## config.mk

```make
export PLATFORM = sky130hd
export DESIGN_NAME = flex_pts_serializer
export DESIGN_NICKNAME = d
export VERILOG_FILES = /design/src/rtl/flex_pts_pkg.sv /design/src/rtl/flex_counter.sv /design/src/rtl/flex_pts_serializer.sv
export SDC_FILE = /design/constraint.sdc
export NUM_CORES = 1
export LEC_CHECK = 0
export ABC_AREA = 1
export CAP_MARGIN = 20
export CELL_PAD_IN_SITES_DETAIL_PLACEMENT = 1
export CELL_PAD_IN_SITES_GLOBAL_PLACEMENT = 1
export CORE_ASPECT_RATIO = 0.75
export CORE_UTILIZATION = 28
export CTS_CLUSTER_DIAMETER = 40
export CTS_CLUSTER_SIZE = 24
export DETAILED_ROUTE_END_ITERATION = 12
export DONT_BUFFER_PORTS = 1
export GPL_TIMING_DRIVEN = 0
export MAX_ROUTING_LAYER = met4
export PLACE_DENSITY_LB_ADDON = 0.1
export SETUP_SLACK_MARGIN = 0.1
export SKIP_LAST_GASP = 1
export SLEW_MARGIN = 25
export SYNTH_ARGS = -nofsm -noshare
export SYNTH_HDL_FRONTEND = slang
export SYNTH_SLANG_ARGS = --single-unit
```

## constraint.sdc

```tcl
create_clock -name clk -period 1.9 [get_ports clk]
set_input_delay 0.475 -clock clk [delete_from_list [all_inputs] [get_ports clk]]
set_output_delay 0.475 -clock clk [all_outputs]
set_load 0.02 [all_outputs]
```

## src/rtl/flex_pts_pkg.sv

```systemverilog
// Shared types and constants for the flex parallel-to-serial serializer.
// Defining FLEX_PTS_PARITY_EN appends a trailing even-parity bit to every frame.
package flex_pts_pkg;

  typedef enum logic {
    IDLE  = 1'b0,
    SHIFT = 1'b1
  } pts_state_e;

`ifdef FLEX_PTS_PARITY_EN
  localparam bit PARITY_EN = 1'b1;
`else
  localparam bit PARITY_EN = 1'b0;
`endif

  // Counter width able to hold values up to frame_len.
  function automatic int cnt_width(input int frame_len);
    return (frame_len < 1) ? 1 : $clog2(frame_len + 1);
  endfunction

endpackage

```

## src/rtl/flex_counter.sv

```systemverilog
// Reusable rollover bit counter; o_rollover_flag is high while the count sits at i_rollover_val.
// Has no FLEX_PTS_PARITY_EN dependence: the caller sizes the rollover value.
module flex_counter #(
  parameter int WIDTH = 4
) (
  input  logic             clk,
  input  logic             n_rst,
  input  logic             i_clear,
  input  logic             i_count_enable,
  input  logic [WIDTH-1:0] i_rollover_val,
  output logic             o_rollover_flag
);

  logic [WIDTH-1:0] r_count;

  // Clear wins over counting so a fresh frame always starts from zero.
  always_ff @(posedge clk) begin
    if (!n_rst) begin
      r_count <= '0;
    end else if (i_clear) begin
      r_count <= '0;
    end else if (i_count_enable) begin
      if (r_count == i_rollover_val) begin
        r_count <= '0;
      end else begin
        r_count <= r_count + WIDTH'(1);
      end
    end
  end

  assign o_rollover_flag = (r_count == i_rollover_val);

endmodule

```

## src/rtl/flex_pts_serializer.sv

```systemverilog
// Parametrised parallel-to-serial shifter with load handshake, bit-order select and done pulse.
// Defining FLEX_PTS_PARITY_EN adds one trailing even-parity bit per frame.
//
// Handshake: a word is taken on any rising edge where load_valid && load_ready.
// load_ready is high in IDLE and, combinationally from shift_enable, on the
// last-bit strobe of a frame so a new frame can follow with no idle bit.
module flex_pts_serializer
  import flex_pts_pkg::*;
#(
  parameter int NUM_BITS  = 8,
  parameter bit SHIFT_MSB = 1'b1
) (
  input  logic                clk,
  input  logic                n_rst,
  input  logic                load_valid,
  output logic                load_ready,
  input  logic [NUM_BITS-1:0] parallel_in,
  input  logic                shift_enable,
  output logic                serial_out,
  output logic                busy,
  output logic                done
);

  localparam int FRAME_LEN = NUM_BITS + (PARITY_EN ? 1 : 0);
  localparam int CNT_W     = cnt_width(FRAME_LEN);

  pts_state_e           r_state;
  pts_state_e           w_next_state;
  logic [FRAME_LEN-1:0] r_shift;
  logic [FRAME_LEN-1:0] w_load_word;
  logic                 r_done;
  logic                 w_accept;
  logic                 w_shift;
  logic                 w_last;
  logic                 w_rollover;

  // The parity bit is stored in the shift register itself, on the far side
  // of the data from the output end, so it leaves right after the last data bit.
`ifdef FLEX_PTS_PARITY_EN
  logic w_parity;
  assign w_parity    = ^parallel_in;
  assign w_load_word = SHIFT_MSB ? {parallel_in, w_parity} : {w_parity, parallel_in};
`else
  assign w_load_word = parallel_in;
`endif

  assign w_shift    = (r_state == SHIFT) && shift_enable;
  assign w_last     = w_shift && w_rollover;
  assign load_ready = (r_state == IDLE) || w_last;
  assign w_accept   = load_valid && load_ready;

  flex_counter #(
    .WIDTH(CNT_W)
  ) u_bit_counter (
    .clk            (clk),
    .n_rst          (n_rst),
    .i_clear        (w_accept),
    .i_count_enable (w_shift),
    .i_rollover_val (CNT_W'(FRAME_LEN - 1)),
    .o_rollover_flag(w_rollover)
  );

  always_ff @(posedge clk) begin
    if (!n_rst) begin
      r_shift <= '1;
    end else if (w_accept) begin
      r_shift <= w_load_word;
    end else if (w_shift) begin
      r_shift <= SHIFT_MSB ? {r_shift[FRAME_LEN-2:0], 1'b1}
                           : {1'b1, r_shift[FRAME_LEN-1:1]};
    end
  end

  always_ff @(posedge clk) begin
    if (!n_rst) begin
      r_state <= IDLE;
      r_done  <= 1'b0;
    end else begin
      r_state <= w_next_state;
      r_done  <= w_last;
    end
  end

  always_comb begin
    w_next_state = r_state;
    case (r_state)
      IDLE: begin
        if (w_accept) w_next_state = SHIFT;
      end
      SHIFT: begin
        if (w_last) w_next_state = w_accept ? SHIFT : IDLE;
      end
      default: w_next_state = IDLE;
    endcase
  end

  assign serial_out = (r_state == SHIFT) ? (SHIFT_MSB ? r_shift[FRAME_LEN-1] : r_shift[0])
                                         : 1'b1;
  assign busy       = (r_state == SHIFT);
  assign done       = r_done;

endmodule

```

* Word level (Yosys, flattened, before mapping) *
Cells that the tools add are included.
W data, S select, Z words.

storage, ports and cells
  flip-flop bits (word level) = 14
  input bits = 12

operators by class
  reduce and logical (&&, ||, !) cells = 6
  eq/ne operators = 1
  multiplexer cells = 7
  add/sub/neg operators = 1
  bitwise logic cells = 2

operators with widths
  cell                   count
  $mux W8                2
  $add A4 B1 Y4 const B  1
  $eq A4 B3 Y1 const B   1
  $mux W4                1
  $logic_and A1 B1 Y1    3
  $mux W1                3
  $not A1 Y1             2
  $pmux W1 S2            1
  $reduce_bool A2 Y1     1
  $reduce_or A2 Y1       1
  $logic_or A1 B1 Y1     1

* Logic depth before layout (Yosys ltp) *
  depth after elaboration = 7
  depth in mapped cells = 7

* Hierarchy *
A second synthesis with hierarchy kept.

second synthesis, totals
  cells, all modules = 129
  area, all modules = 814.5 um^2

modules (own cells, without submodules)
  module               sequential area each (um^2)  cells each  area each (um^2)  instances
  flex_pts_serializer  200.2                        82          538.0             1
  flex_counter         80.1                         47          276.5             1

* Worst setup path after synthesis *
Ideal clock, no wire load.

  path type = reg-to-output
  from = register r_state, in the netlist busy
  to = output port load_ready
  path buffers = 0
  slack = 0.447 ns
  stages on the path, launching flop included = 3
  arrival = 0.978 ns
  path through = dfxtp_1 nand3_4 o21bai_4

between the ends
  longest elaborated chain between the ends = 3

ends and longest elaborated chain
  element                 RTL line                   source
  from (decl)             flex_pts_serializer.sv:27  pts_state_e r_state;
  from (signal assigned)  flex_pts_serializer.sv:79  r_state <= w_next_state;
  $logic_and A1 B1 Y1     flex_pts_serializer.sv:47  assign w_shift = (r_state == SHIFT) && shift_enable;
  $logic_and A1 B1 Y1     flex_pts_serializer.sv:48  assign w_last = w_shift && w_rollover;
  $logic_or A1 B1 Y1 *    flex_pts_serializer.sv:49  assign load_ready = (r_state == IDLE) || w_last;
  to (decl)               flex_pts_serializer.sv:16  output logic load_ready,

Every way passes the cells marked *; elsewhere a longest branch is shown, timed or not.

* Worst setup path in the final report *
  from = register u_bit_counter.r_count[1]
  to = output port load_ready

between the ends
  longest elaborated chain between the ends = 3

ends and longest elaborated chain
  element                 RTL line                   source
  from (decl)             flex_counter.sv:14         logic [WIDTH-1:0] r_count;
  from (signal assigned)  flex_counter.sv:26         r_count <= r_count + WIDTH'(1);
  $eq A4 B3 Y1            flex_counter.sv:31         assign o_rollover_flag = (r_count == i_rollover_val);
  $logic_and A1 B1 Y1     flex_pts_serializer.sv:48
  $logic_or A1 B1 Y1      flex_pts_serializer.sv:49

No other way between the ends.

==> flow_summary_export.csv <==
group,metric,value,unit
timing,rsz0062_at_grt,"false",
clock_network,h-tree-depth,1,
timing,hold_viol,0,
timing,holdWs,0.331,ns
place,dp_cells,139,
timing,slew_violations,0,
floorplan,die-area,0.00282,mm^2
grt,antenna_found_initial,0,
layout,fin_nets,124,
synth,synth_compound_area_share,11.0,%
place,gp_congestion,0.703,
clock_network,cts-root-buf,"clkbuf_4",
layout,drive_above_1_share,12.7,%
grt,grt_max_degree,11,
synth,yosys.area_share.simple,29.3,%
worst_setup_path,arrival,1.25,ns
detailed_routing,ant_nets,0,
floorplan,row_count,15,
detailed_routing,avgRoutedWirePerCell,12.0,um
worst_setup_path,worstPathRequired,1.42,ns
layout,diodes,0,
worst_setup_path,worstSetupStartpointType,"flip-flop",
timing,fin_ws,0.175,ns
worst_setup_path,worstRegToRegCells,6,
timing,setup_viol,0,
synth,yosysMostFrequentCell,"inv_1",
clock_network,post_cts_buffers,0,
layout,fill_cells,319,
layout,fin_cells,144,
synth,synth_edf_count,0,
synth,synthAdderAreaFrac,1.71,%
worst_setup_path,endpoint_kind,"output port",
clock_network,clk_pin_slew,0.09,ns
timing,fin_crit_sh,90.8,%
place,io_buffer_count,0,
layout,syn2layout_area_growth,12.7,%
synth,ys.flop_type,"dfxtp_1",
grt,grt.total_usage,15.0,%
synth,synth_top_family_by_area,"simple AND/OR/NAND/NOR gates",
run_status,status,"completed",
detailed_routing,wl,1.73,mm
floorplan,die_w,61.0,um
timing,finalClockSkew,0.00386,ns
detailed_routing,vias_per_cell,4.44,
clock_network,ctsLongestPathBuffers,2,
timing,worstMarginPinSlew,0.455,ns
place,hpwl,1.28,mm
detailed_routing,drtPass1Iterations,4,
timing,setup_tns,0,ns
pwr,ir_drop,0.307,mV
worst_setup_path,worst-path-max-fanout,5,
floorplan,core_area,0.00238,mm^2
floorplan,die_y,46.2,um
clock_network,cts_buffers,3,
synth,muxShareOfSynthArea,0,%
synth,synth_cell_type_count,19,
synth,synth.top_cell.area_share,38.4,%
timing,fmax,580,MHz
synth,synthesis.area,731,um^2
detailed_routing,drt_iter0_drc,11,
synth,synth_top_area_cell,"dfxtp_1",
run,cap_viol_max_count,0,
synth,ys_seq_area_share,38.4,%
worst_setup_path,crit_start,"u_bit_counter.r_count[1]",
grt,grt_pass1_wl,2.88,mm
timing,min_period,1.73,ns
synth,synth_xor_xnor_area_share,3.60,%
synth,synth_commonest_cells,"27 x inv_1, 21 x nand2_1, 15 x nand3_1",
min_path,hp-class,"in2reg",
min_path,min_path_cells,2,
synth,avgSynthCellArea,6.96,um^2
detailed_routing,drc,0,
grt,overflow,0,
clock_network,clk_latency,0.28,ns
worst_setup_path,rr_startpoint,"u_bit_counter.r_count[1]",
synth,async_flop_share,0,%
worst_setup_path,r2r_end,"r_shift[0]",
synth,postSynthCellCount,105,
synth,yosysWarningCount,0,
worst_setup_path,critPathCapture,"load_ready",
floorplan,ios,16,
clock_network,clock_sinks,14,
synth,syn_nets,118,
floorplan,initial_core_util,30.7,%
pwr,power.leakage,0.000445,uW
synth,synth_top_cells_by_area,"dfxtp_1 38%, inv_1 14%, nand2_1 11%",
detailed_routing,num_vias,639,
grt,first_global_vias,639,
pwr,p_per_area,773,mW/mm^2
place,pre_cts_ws,0.213,ns
timing,maxSlewHeadroom,69.7,%
clock_network,cts_tree,"yes",
synth,ys_ff_latch,14,
worst_setup_path,regToRegSetupSlack,0.43,ns
worst_setup_path,crit_type,"reg2out",
## registers in the layout, summed over array words and instances (netlist names)
signal,count
done,1
r_shift,8
u_bit_counter.r_count,4
busy,1
## how the worst min path moves through the flow
stage / slack (ns) / endpoint / startpoint
2_1_floorplan: 0.46 / u_bit_counter.r_count[1] / u_bit_counter.r_count[1]
3_3_place_gp: 0.48 / u_bit_counter.r_count[1] / u_bit_counter.r_count[1]
3_5_place_dp: 0.49 / u_bit_counter.r_count[1] / u_bit_counter.r_count[1]
4_1_cts: 0.32 / r_shift[0] / parallel_in[0]
5_1_grt: 0.32 / r_shift[0] / parallel_in[0]
6_report: 0.33 / r_shift[0] / parallel_in[0]
## layout by cell type, fill, tap and decap left out, types with 2 or more instances in the layout
cell type	count
inv_1	27
nand2_1	21
clkbuf_4	3
a21oi_1	2
dfxtp_1	12
xor2_1	3
nand3_1	15
nor2_1	5
o21ai_0	7
dfxtp_2	2
## what timing repair did
action | 4_1_cts | 5_1_grt
setup endpoints to repair | 1 | 1
resized for setup | 2 | 0
hold buffers | 0 | 0
gates cloned | 1 | 0
pin swaps | 1 | 1
## stage by stage
| step | util [%] | power [uW] | area, um^2 |
|---|---|---|---|
| 6_report | 34.5 | 637 | 823 |
| 5_1_grt | 34.5 | 678 | 823 |
| 3_3_place_gp | 32.4 | 425 | 773 |
| 4_1_cts | 34.5 | 655 | 823 |
| 2_1_floorplan | - | 404 | 731 |
| 3_5_place_dp | 32.4 | 428 | 773 |
## layer usage
metal | part of all wire [%] | GRT usage [%] | wire length, um | up-vias
met5 | 0 | - | 0 | -
met4 | 0.69 | 4.09 | 12 | 0
met3 | 5.1 | 6.18 | 89 | 4
met2 | 43 | 23.3 | 740 | 10
met1 | 51 | 17.8 | 886 | 291
li1 | - | - | - | 334
## worst max-delay path, cell delays in order (launching register included)
cell and delay [ns]:
dfxtp_1 0.36, ha_1 0.20, nand3_4 0.11, o21bai_4 0.30
## cells by family after synthesis
| logic type | after synthesis |
|---|---|
| flops | 14 |
| fa+ha+maj | 1 |
| simple gates | 45 |
| buf+inv | 30 |
| xor+xnor | 3 |
| compound gates | 12 |
## power breakdown
| group | switching (uW) | internal, uW | total (uW) |
|---|---|---|---|
| clock | 98.6 | 116 | 215 |
| sequential | 10.8 | 312 | 323 |
| combinational | 63.9 | 35.2 | 99.1 |
## area by class of cell
type | count | area (um^2) | share of cell area [%]
multi-input combinational | 62 | 344 | 41.8
sequential | 14 | 283 | 34.3
inverter | 27 | 101 | 12.3
tap | 34 | 42.5 | 5.17
clock buffer | 4 | 36.3 | 4.41
buffer | 3 | 16.3 | 1.98
Note: power is estimated with default switching activity, not from simulation.
